$ cat src/rtl/register_file_if.sv
`default_nettype none
// ============================================================================
// Module      : register_file_if
// Description : Bundles the access signals of the 2-read / 1-write register
//               file. The master drives the enable, select indices, strobes
//               and write data. The slave (the register file) returns the two
//               registered operands.
//   EN        global enable; gates every read and write
//   selectW1  write index
//   selectR1  read port A index
//   selectR2  read port B index
//   read      read strobe; captures both ports
//   write     write strobe
//   addr      write data (the name is historical; it carries data)
//   outA      registered operand A
//   outB      registered operand B
// Revision    : 1.0 - initial release
// ============================================================================
interface register_file_if #(
    parameter int DATA_W = 32,
    parameter int ADDR_W = 5
) ();

    logic              EN;
    logic [ADDR_W-1:0] selectW1;
    logic [ADDR_W-1:0] selectR1;
    logic [ADDR_W-1:0] selectR2;
    logic              read;
    logic              write;
    logic [DATA_W-1:0] addr;
    logic [DATA_W-1:0] outA;
    logic [DATA_W-1:0] outB;

    modport master (
        output EN, selectW1, selectR1, selectR2, read, write, addr,
        input  outA, outB
    );

    modport slave (
        input  EN, selectW1, selectR1, selectR2, read, write, addr,
        output outA, outB
    );

endinterface
`default_nettype wire

$ cat src/rtl/register_file.sv
`default_nettype none
// ============================================================================
// Module      : register_file
// Description : General-purpose register file with 2**ADDR_W entries of
//               DATA_W bits, two registered read ports and one write port.
//               Entry 0 is hardwired to zero and has no storage behind it.
//               All accesses are gated by the global enable EN.
// Ports       :
//   clk   system clock; all state changes on the rising edge
//   rst   synchronous, active-high reset; clears the array and both outputs
//   rf    register_file_if.slave: EN, selectW1/R1/R2, read, write, addr in;
//         outA, outB out
// Build option: REGISTER_FILE_BYPASS_EN
//   defined   - write-to-read forwarding: a read that hits the index being
//               written in the same cycle returns the new data
//   undefined - read-before-write: the same-cycle read returns old contents
// Revision    : 1.0 - initial release
// ============================================================================
module register_file #(
    parameter int DATA_W = 32,
    parameter int ADDR_W = 5
) (
    input  wire logic           clk,
    input  wire logic           rst,
    register_file_if.slave      rf
);

    localparam int DEPTH = 2 ** ADDR_W;

    // Storage starts at index 1; index 0 is a constant zero.
    logic [DATA_W-1:0] mem_q [1:DEPTH-1];
    logic [DATA_W-1:0] mem_d [1:DEPTH-1];

    logic [DATA_W-1:0] outA_q, outA_d;
    logic [DATA_W-1:0] outB_q, outB_d;

    logic              wr_en;
    logic              rd_en;
    logic [DATA_W-1:0] rd_a_old;
    logic [DATA_W-1:0] rd_b_old;
    logic [DATA_W-1:0] rd_a;
    logic [DATA_W-1:0] rd_b;

    // A write to index 0 is dropped here, which also keeps it out of the
    // forwarding path below.
    assign wr_en = rf.EN & rf.write & (rf.selectW1 != '0);
    assign rd_en = rf.EN & rf.read;

    // ------------------------------------------------------------------
    // Array read (contents before this cycle's write)
    // ------------------------------------------------------------------
    always_comb begin
        rd_a_old = '0;
        rd_b_old = '0;
        if (rf.selectR1 != '0) begin
            rd_a_old = mem_q[rf.selectR1];
        end
        if (rf.selectR2 != '0) begin
            rd_b_old = mem_q[rf.selectR2];
        end
    end

`ifdef REGISTER_FILE_BYPASS_EN
    logic fwd_a;
    logic fwd_b;

    // wr_en already excludes index 0, so a hit here is always on real storage.
    assign fwd_a = wr_en & (rf.selectR1 == rf.selectW1);
    assign fwd_b = wr_en & (rf.selectR2 == rf.selectW1);
    assign rd_a  = fwd_a ? rf.addr : rd_a_old;
    assign rd_b  = fwd_b ? rf.addr : rd_b_old;
`else
    assign rd_a  = rd_a_old;
    assign rd_b  = rd_b_old;
`endif

    // ------------------------------------------------------------------
    // Next state
    // ------------------------------------------------------------------
    always_comb begin
        mem_d = mem_q;
        if (wr_en) begin
            mem_d[rf.selectW1] = rf.addr;
        end
    end

    always_comb begin
        outA_d = outA_q;
        outB_d = outB_q;
        if (rd_en) begin
            outA_d = rd_a;
            outB_d = rd_b;
        end
    end

    // ------------------------------------------------------------------
    // State registers
    // ------------------------------------------------------------------
    always_ff @(posedge clk) begin
        if (rst) begin
            for (int i = 1; i < DEPTH; i++) begin
                mem_q[i] <= '0;
            end
            outA_q <= '0;
            outB_q <= '0;
        end else begin
            mem_q  <= mem_d;
            outA_q <= outA_d;
            outB_q <= outB_d;
        end
    end

    assign rf.outA = outA_q;
    assign rf.outB = outB_q;

endmodule
`default_nettype wire

$ cat src/flat_wrapper.sv
// flat-port wrapper written by rule: the top's interface ports become plain ports
module register_file_flat 
#(
    parameter int DATA_W = 32,
    parameter int ADDR_W = 5
)
  (clk, rst, rf_EN, rf_selectW1, rf_selectR1, rf_selectR2, rf_read, rf_write, rf_addr, rf_outA, rf_outB);
  register_file_if #(.DATA_W(DATA_W), .ADDR_W(ADDR_W)) rf_i ();
  input  wire logic clk;
  input  wire logic rst;
  input wire logic [$bits(rf_i.EN)-1:0] rf_EN;
  input wire logic [$bits(rf_i.selectW1)-1:0] rf_selectW1;
  input wire logic [$bits(rf_i.selectR1)-1:0] rf_selectR1;
  input wire logic [$bits(rf_i.selectR2)-1:0] rf_selectR2;
  input wire logic [$bits(rf_i.read)-1:0] rf_read;
  input wire logic [$bits(rf_i.write)-1:0] rf_write;
  input wire logic [$bits(rf_i.addr)-1:0] rf_addr;
  output wire logic [$bits(rf_i.outA)-1:0] rf_outA;
  output wire logic [$bits(rf_i.outB)-1:0] rf_outB;
  assign rf_i.EN = rf_EN;
  assign rf_i.selectW1 = rf_selectW1;
  assign rf_i.selectR1 = rf_selectR1;
  assign rf_i.selectR2 = rf_selectR2;
  assign rf_i.read = rf_read;
  assign rf_i.write = rf_write;
  assign rf_i.addr = rf_addr;
  assign rf_outA = rf_i.outA;
  assign rf_outB = rf_i.outB;
  register_file #(.DATA_W(DATA_W), .ADDR_W(ADDR_W)) u_core (.clk(clk), .rst(rst), .rf(rf_i));
endmodule
$ cat config.mk
export PLATFORM = sky130hd
export DESIGN_NAME = register_file_flat
export DESIGN_NICKNAME = d
export VERILOG_FILES = /design/src/rtl/register_file_if.sv /design/src/rtl/register_file.sv /design/src/flat_wrapper.sv
export SDC_FILE = /design/constraint.sdc
export NUM_CORES = 2
export LEC_CHECK = 0
export CAP_MARGIN = 25
export CORE_ASPECT_RATIO = 1.1
export CORE_MARGIN = 3
export CORE_UTILIZATION = 60
export CTS_BUF_LIST = sky130_fd_sc_hd__clkbuf_4
export CTS_CLUSTER_DIAMETER = 150
export DETAILED_ROUTE_END_ITERATION = 6
export PLACE_DENSITY = 0.73
export SLEW_MARGIN = 20
export SYNTH_ARGS = -nofsm -noshare
export SYNTH_HDL_FRONTEND = slang
export SYNTH_SLANG_ARGS = --single-unit
$ cat constraint.sdc
create_clock -name clk -period 6.3 [get_ports clk]
set_clock_uncertainty 0.05 [all_clocks]
set_input_delay 0.945 -clock clk [delete_from_list [all_inputs] [get_ports clk]]
set_output_delay 0.945 -clock clk [all_outputs]
set_load 0.05 [all_outputs]
==> run_results.csv <==
group,metric,value,unit
status,status,"finished clean",
routing,routed_wirelength,207000,um
sta,tightest_slew,1290,ps
clocking,ctsRootBufferMaster,"clkbuf_4",
cells_and_area,fillers,7166,
sta,rsz0062_at_grt,"no",
clocking,hold_buffers,0,
sta,clock.fmax,260,MHz
clocking,clk_latency,1220,ps
place,routabilityCongestion,0.911,
grt,grt_max_degree,222,
floorplan,core.rowCount,113,
routing,viasPerCell,6.91,
cells_and_area,stdcell_area,57900,um2
critical_path,path_max_fanout,3,
cells_and_area,area_delta_synth_final,10.2,%
floorplan,dieArea,91200,um2
power,p_leak,19.0,nW
power,powerDensity,243,nW/um2
synthesis,ys_top_cells_by_area,"dfxtp_1 40%, nand2_1 15%, mux4_2 14%, a21oi_1 9.9%, mux2i_1 3.4%",
critical_path,crit_type,"reg2out",
cells_and_area,drive_gt1_share,17.9,%
floorplan,die_h,316,um
clocking,post_cts_resized,0,
critical_path,crit_path_end_kind,"output port",
floorplan,fp.dieW,288,um
place,place_area,54300,um2
synthesis,synth_seq_cells,1056,
synthesis,synth_most_common_cell,"nand2_1",
grt,overflow,0,
clocking,postCtsSetupBuffers,0,
cells_and_area,regArea,21100,um2
critical_path,required,5300,ps
grt,grt_pass1_wl,302000,um
critical_path,max_stage_delay,950,ps
routing,vias,51100,
floorplan,core_area,86500,um2
critical_path,cpMaxStageDelayCell,"clkdlybuf4s50_1",
synthesis,netlist_instances,6117,
power,ir_drop,0.157,mV
synthesis,synth_cell_types,54,
critical_path,start_kind,"register",
critical_path,path_delay_family,"buffers and inverters",
sta,relSlewSlack,13.3,%
routing,firstDrtPassIters,7,
synthesis,yosysSeqAreaShare,40.2,%
grt,antenna_found_initial,11,
critical_path,path_buf_inv,1,
place,portBuffers,115,
sta,setup_tns,0,ps
floorplan,io_pins,116,
job,max-cap-violations,0,
synthesis,synth.avg_cell_area,8.59,um2
routing,drt_iter0_drc,8718,
cells_and_area,fin_util,66.9,%
routing,wire_per_inst,28.0,um
floorplan,initial_core_util,60.7,%
synthesis,syn_nets,6169,
synthesis,synth_ff_type,"dfxtp_1",
sta,min_period_over_period,61.0,%
clocking,cts_tree,"built",
synthesis,yosysWarnings,0,
grt,grt_pass1_vias,48000,
min_path,hold_path.class,"in2reg",
synthesis,synth_area_leader_cell,"dfxtp_1",
routing,antenna_left,0,
clocking,cts.sinks,1056,
synthesis,async_flop_share,0,%
synthesis,synth_edf_count,0,
sta,setup_viol,0,
clocking,clockBufferDepth,4,
sta,slew_violations,0,
synthesis,synth_common_cells,"2041 x nand2_1, 1056 x dfxtp_1, 1041 x a21oi_1",
clocking,clkTransAtPathRegs,60,ps
sta,hold_viol,0,
place,dp_hpwl,120000,um
clocking,cts_buffers,294,
synthesis,synth.top_cell.area_share,40.2,%
critical_path,reg2reg_slack,4070,ps
sta,period_needed,3840,ps
cells_and_area,fin_nets,6120,
synthesis,syn_area,52600,um2
cells_and_area,multi_input_area,29000,um2
clocking,htree_levels,5,
grt,grt_use_total,44.3,%
critical_path,worstPathCellList,"clkdlybuf4s50_1",
routing,drc,0,
critical_path,cp_data_arrival_time,2850,ps
[kinds of logic (layout without fill, tap and decap cells)]
group | Yosys count | after routing | share of synthesized area [%]
simple gates | 2230 | 2230 | 16.6
compound gates | 1556 | 1556 | 17.5
flops | 1056 | 1056 | 40.2
mux | 640 | 640 | 20.5
buf+inv | 635 | 755 | 5.22
other cells | 0 | 7 | 0
[state kept, by name, summed over array words and instances (netlist names)]
register,count
u_core.rf.outA,32
u_core.rf.outB,32
u_core.mem_q,992
[layout make-up]
type / count / share of cell area, %
multi-input cells: 4426 / 50.0
flip-flops and latches: 1056 / 36.5
clock buffers: 416 / 5.39
diodes: 7 / 0.0302
clock inverters: 49 / 0.562
inverters: 2 / 0.0151
well taps: 1150 / 2.48
repair buffers: 288 / 4.98
[layout by cell type, fill, tap and decap left out, types with 9 or more instances in the layout]
master and n:
a211o_1 17, a211oi_1 81, a21oi_1 1041, a221o_1 79, a221oi_1 32, a22o_1 15
a22oi_1 49, buf_12 20, buf_16 9, buf_2 9, buf_4 137, clkbuf_4 416
clkdlybuf4s50_1 105, clkinv_1 32, dfxtp_1 1056, mux2_1 30, mux2_2 93, mux2i_1 180
mux4_2 335, nand2_1 2022, nand2_2 19, nand3_1 33, nor2_1 35, nor2_4 30
nor2b_1 17, nor4_1 31, o211ai_1 27, o21a_1 32, o21ai_0 31, o21ai_1 33
o221ai_1 37, o22a_1 12, o22ai_1 64
[metal layers]
| layer | wire, um | part of all wire [%] | up-vias | track usage [%] |
|---|---|---|---|---|
| li1 | - | - | 21600 | - |
| met1 | 71000 | 34 | 24000 | 55.2 |
| met2 | 87400 | 42 | 4385 | 63.9 |
| met3 | 32000 | 15 | 1113 | 15.7 |
| met4 | 16600 | 8.0 | 8 | 32.0 |
| met5 | 63 | 0.030 | - | 0 |
[per-stage QoR]
stage,instances,hold WS (ps),worst slack [ps],total power [mW]
global route,7388,259,2420,14.4
floorplan,6117,392,3600,7.59
detailed placement,6914,406,2070,7.98
CTS,7379,192,2550,14.0
global placement,6896,398,2150,7.97
finish,7394,310,2460,14.1
[report_power, final]
| group | switching, mW | total, mW | internal [mW] |
|---|---|---|---|
| combinational | 0.831 | 1.15 | 0.323 |
| clock | 2.95 | 6.16 | 3.21 |
| sequential | 0.0334 | 6.74 | 6.71 |
[final timing paths]
check | start | endpoint | depth (start not counted)
max | u_core.rf.outB[12] | rf_outB[12] | 1
min | rst | u_core.mem_q[414] | 2
max reg2reg | u_core.mem_q[272] | u_core.rf.outB[16] | 5
min reg2reg | u_core.mem_q[663] | u_core.mem_q[663] | 2
No activity file was read; power rests on OpenSTA's default activity.
